<file path="src/rtl/m2v_seq_ctrl.sv">
// Sequencer for the systolic matrix-vector array: latches a job, enables the array for RUN_CYCLES, then captures and hands off the result.
// Optional job counter enabled with `define M2V_SEQ_CTRL_JOBCNT_EN.
module m2v_seq_ctrl #(
  parameter int DIMENSION  = 4,
  parameter int WIDTH      = 8,
  parameter int RUN_CYCLES = 10
) (
  input  logic                                 clk,
  input  logic                                 rst,
  input  logic                                 start,
  input  logic [DIMENSION*DIMENSION*WIDTH-1:0] m_in,
  input  logic [DIMENSION*WIDTH-1:0]           v_in,
  output logic                                 busy,
  output logic [DIMENSION*DIMENSION*WIDTH-1:0] arr_m,
  output logic [DIMENSION*WIDTH-1:0]           arr_v,
  output logic                                 arr_en,
  input  logic [DIMENSION*WIDTH-1:0]           arr_mv,
  output logic [DIMENSION*WIDTH-1:0]           res,
  output logic                                 res_valid,
  input  logic                                 res_ready
`ifdef M2V_SEQ_CTRL_JOBCNT_EN
  ,
  input  logic                                 job_count_clr,
  output logic [15:0]                          job_count
`endif
);

  localparam logic [7:0] LAST = 8'(RUN_CYCLES - 1);

  typedef enum logic [1:0] {IDLE, LOAD, RUN, HOLD} state_t;

  state_t     state;
  state_t     next;
  logic [7:0] cnt;

  always_ff @(posedge clk) begin
    if (!rst) state <= IDLE;
    else      state <= next;
  end

  always_comb begin
    next = state;
    case (state)
      IDLE:    if (start) next = LOAD;
      LOAD:    next = RUN;
      RUN:     if (cnt == LAST) next = HOLD;
      HOLD:    if (res_ready) next = IDLE;
      default: next = IDLE;
    endcase
  end

  always_comb begin
    busy      = (state != IDLE);
    arr_en    = (state == RUN);
    res_valid = (state == HOLD);
  end

  // Operands are frozen at acceptance; the result is sampled on the last
  // enabled cycle because the array clears its outputs once enable drops.
  always_ff @(posedge clk) begin
    if (!rst) begin
      arr_m <= '0;
      arr_v <= '0;
      res   <= '0;
      cnt   <= '0;
    end else begin
      if (state == IDLE && start) begin
        arr_m <= m_in;
        arr_v <= v_in;
      end
      if (state == RUN) begin
        cnt <= cnt + 8'd1;
        if (cnt == LAST) res <= arr_mv;
      end else if (state != HOLD) begin
        cnt <= '0;
      end
    end
  end

`ifdef M2V_SEQ_CTRL_JOBCNT_EN
  always_ff @(posedge clk) begin
    if (!rst)                        job_count <= '0;
    else if (job_count_clr)          job_count <= '0;
    else if (res_valid && res_ready) job_count <= job_count + 16'd1;
  end
`endif

endmodule

</file>
<file path="config.mk">
export PLATFORM = sky130hd
export DESIGN_NAME = m2v_seq_ctrl
export DESIGN_NICKNAME = d
export VERILOG_FILES = /design/src/rtl/m2v_seq_ctrl.sv
export SDC_FILE = /design/constraint.sdc
export NUM_CORES = 1
export LEC_CHECK = 0
export BUFFER_PORTS_ARGS = -buffer_cell sky130_fd_sc_hd__buf_4
export CELL_PAD_IN_SITES_DETAIL_PLACEMENT = 0
export CELL_PAD_IN_SITES_GLOBAL_PLACEMENT = 1
export CORE_ASPECT_RATIO = 0.7
export CORE_MARGIN = 3
export CORE_UTILIZATION = 30
export CTS_BUF_LIST = sky130_fd_sc_hd__clkbuf_16
export CTS_CLUSTER_SIZE = 30
export DETAILED_ROUTE_END_ITERATION = 16
export PLACE_DENSITY_LB_ADDON = 0.25
export SYNTH_ARGS = -nofsm -noshare
export SYNTH_HDL_FRONTEND = slang
export SYNTH_SLANG_ARGS = --single-unit
</file>
<file path="constraint.sdc">
create_clock -name clk -period 1.88 [get_ports clk]
set_input_delay 0.094 -clock clk [delete_from_list [all_inputs] [get_ports clk]]
set_output_delay 0.094 -clock clk [all_outputs]
set_load 0.01 [all_outputs]
</file>
==> impl.org <==
** Global routing
- Via count of the first global-routing pass :: 7800
- The total overflow left after global routing is 0.
- The number of antenna violations at the first check in global routing came to 0.
- Global routing used 18.9% of the available tracks.
- Maximum number of pins on one net before global-route repair :: 65
- Global-route wire length before repair :: 40100 um

** Critical path
- Buffering stage count on the worst path with inverters included :: 2
- The largest single stage delay on the critical path is 460 ps.
- STA classifies the critical path startpoint as a flip-flop.
- The worst setup path is captured at a flip-flop.
- The critical path goes through inv_1, ha_1, nor4b_4, nand3_2, buf_4, o21ai_0.
- Data on the critical path is required at its endpoint by 2240 ps.
- Slowest stage cell on the critical path :: sky130_fd_sc_hd__buf_4
- At the worst endpoint, the arrival time is 1960 ps.
- CP Class :: flip-flop to flip-flop
- Crit path max fanout :: 64
- Family of cells with the greatest summed delay on the critical path :: buffers and inverters

** Timing
- Post-route minimum period :: 1600 ps
- Highest Clock Rate :: 624 MHz
- In this run the tightest slew margin relative to its limit is 62.8%.
- For the final database, setup skew stands at 15.1 ps.
- For the final routed database, the setup TNS stands at 0 ps.
- The number of endpoints with negative hold slack in the final report is 0.
- In the post-route analysis, the smallest setup slack over all paths is 277 ps.
- Setup violations remaining at the end of the flow were counted as 0.
- At the pin with the least slew margin, the transition time is 558 ps.
- Fin Hold WS :: 42.5 ps
- The number of pins exceeding their max-slew limit in the final report was 0.
- The final critical path takes up 85.3% of the cycle.
- Setup repair after global routing left no endpoint under its margin.

** Route
- The routed layout has 7884 vias.
- The detailed router finished its first iteration with 368 violations.
- DRC violation count after routing :: 0
- Antenna Violating Nets Remaining :: 0
- After detailed routing, the number of vias per cell comes to 4.45.
- The first TritonRoute pass finished after 6 iterations.
- WL final :: 26100 um
- Average wire per standard cell :: 14.7 um

** Floorplan
- Number of rows in the core area :: 46
- Die height :: 135 um
- Starting density of the core :: 30.9%
- The die covers 0.0256 sq mm.
- I/O Pins :: 391
- Die width :: 190 um
- Core area :: 0.0230 sq mm

** Finish
- Layout Nets :: 1648
- Finished Core Util :: 56.6%
- Fill cell count :: 2039
- Leaving out fill and tap cells, the most frequent cell in the layout is sky130_fd_sc_hd__buf_4.
- Final Instance Area :: 0.0130 sq mm
- Cells with a size suffix above 1 make up 30.1% of the layout.
- The finished layout holds 1772 standard cells, fillers aside.
- In the layout the commonest cells are sky130_fd_sc_hd__buf_4 (394), sky130_fd_sc_hd__nand2_1 (352), sky130_fd_sc_hd__dfxtp_1 (202).
- Synthesis-to-layout area growth :: 83.0%
- The repair_antennas step left the layout with diodes totalling 0.

** Logic synthesis
- Yosys printed 0 warnings.
- Prevailing post-synth register cell :: sky130_fd_sc_hd__dfxtp_1
- Synthesis produced a netlist whose cell count is 893.
- Post-Syn Nets :: 1095
- Register area share after synthesis :: 56.9%
- The synthesized design contains 0 enable-type register cells.
- A synthesized cell averages 7.96 sq um.
- Counting flops and latches in the post-synthesis netlist gives 202.
- Synthesized area :: 0.00710 sq mm
- Counting flops with an async set or reset pin after synthesis yields a share of 0%.
- The netlist uses 26 different library cells.

** Power and ir drop
- For this design the ratio of total power to cell area is 1080 mW/mm^2.
- Leakage component of the power :: 5.76 nW
- The completed layout was analyzed and its total power is 14.1 mW.
- Peak ir drop on the vdd network :: 0.576 mV

** Place
- At the placement stage, the worst setup path has a slack of 296 ps.
- Final GP Congestion :: 0.754
- Placed Cells :: 1542
- Detailed placement finished with a half-perimeter wire length of 16900 um.
- Once placement finished, the instance area stood at 0.0104 sq mm.
- In this run the tool buffered the top-level ports with 390 buffer cells.

** Clocking
- TritonCTS created 22 clock buffers.
- # H-tree levels :: 1
- The clock reaches the later pin of the worst-skew pair after 500 ps.
- The clock passes through at most 3 buffers.
- After clock tree synthesis, the clock-pin slew on the worst setup and hold paths is 60 ps.
- Root buf cell :: sky130_fd_sc_hd__clkbuf_16
- TritonCTS built the clock tree.
- CTS saw 202 sinks.
- Once the clock tree was built, the resizer swapped 0 gates to a different size.

** Job
- Max Cap Viol :: 0

** Outcome
- The run finished with clean final reports.

** Hold path
- Classification of the worst-slack hold path :: input pin to flip-flop
==> worst paths after layout <==
check	from	to	slack, ps	depth (start not counted)
worst min register to register	arr_m[107]	arr_m[107]	450	2
worst max register to register	cnt[1]	res[26]	280	6
worst max-delay path	cnt[1]	res[26]	280	6
worst min-delay path	rst	res[10]	40	3
==> cell type report <==
class | instances | area (sq um) | share of cell area [%]
multi-input cells | 619 | 2780 | 21.4
inverters | 6 | 25.0 | 0.193
well taps | 312 | 390 | 3.00
flip-flops and latches | 202 | 4040 | 31.1
clock buffers | 23 | 576 | 4.43
clock inverters | 15 | 123 | 0.943
repair buffers | 595 | 5060 | 38.9
==> cells in the mapped netlist (2+ instances only) <==
cell / n / area (sq um)
sky130_fd_sc_hd__a21oi_1: 162 / 811
sky130_fd_sc_hd__buf_1: 6 / 22.5
sky130_fd_sc_hd__buf_2: 16 / 80.1
sky130_fd_sc_hd__clkbuf_1: 44 / 165
sky130_fd_sc_hd__dfxtp_1: 202 / 4040
sky130_fd_sc_hd__ha_1: 6 / 75.1
sky130_fd_sc_hd__inv_1: 5 / 18.8
sky130_fd_sc_hd__nand2_1: 353 / 1330
sky130_fd_sc_hd__nand3_1: 36 / 180
sky130_fd_sc_hd__nor2_1: 9 / 33.8
sky130_fd_sc_hd__o21ai_0: 34 / 170
sky130_fd_sc_hd__xnor2_1: 2 / 17.5
sky130_fd_sc_hd__xor2_1: 5 / 43.8
==> cell families (layout without fill, tap and decap cells) <==
kind of cell / after synthesis / after routing / synth area share [%]
buf+inv: 72 / 639 / 4.09
fa+ha+maj: 6 / 6 / 1.06
flops: 202 / 202 / 56.9
compound gates: 200 / 200 / 14.2
xor+xnor: 7 / 7 / 0.863
simple gates: 406 / 406 / 22.9
==> state kept, by name (all words and copies together), names as in the netlist <==
name / flops
arr_m: 128
arr_v: 32
res: 32
cnt: 8
state: 2
==> routing by layer <==
layer  global-route usage, %  routed length [um]  up-vias  share of wire (%)
met5                       0                   0        -                  0
met4                    6.20                 821        0                3.2
met3                    6.51                2350       59                9.0
met2                    32.2               12100      295                 46
met1                    22.5               10800     3529                 42
li1                        -                   -     4001                  -
==> report_power, final <==
part / switching [mW] / leakage [nW] / internal (mW) / total [mW]
clock: 1.76 / 0.344 / 2.48 / 4.25
sequential: 0.355 / 1.65 / 4.97 / 5.32
combinational: 2.40 / 3.77 / 2.10 / 4.50
==> worst register-to-register path: stages, from the launching register on <==
cell                      delay [ps]
sky130_fd_sc_hd__dfxtp_1         360
sky130_fd_sc_hd__inv_1            60
sky130_fd_sc_hd__ha_1            180
sky130_fd_sc_hd__nor4b_4         130
sky130_fd_sc_hd__nand3_2          70
sky130_fd_sc_hd__buf_4           460
sky130_fd_sc_hd__o21ai_0         200
==> what timing repair did <==
item,4_1_cts,5_1_grt
setup buffers,0,0
hold buffers,192,0
endpoints found under the hold margin,192,0
setup endpoints to repair,0,0
No activity file was read; power rests on OpenSTA's default activity.
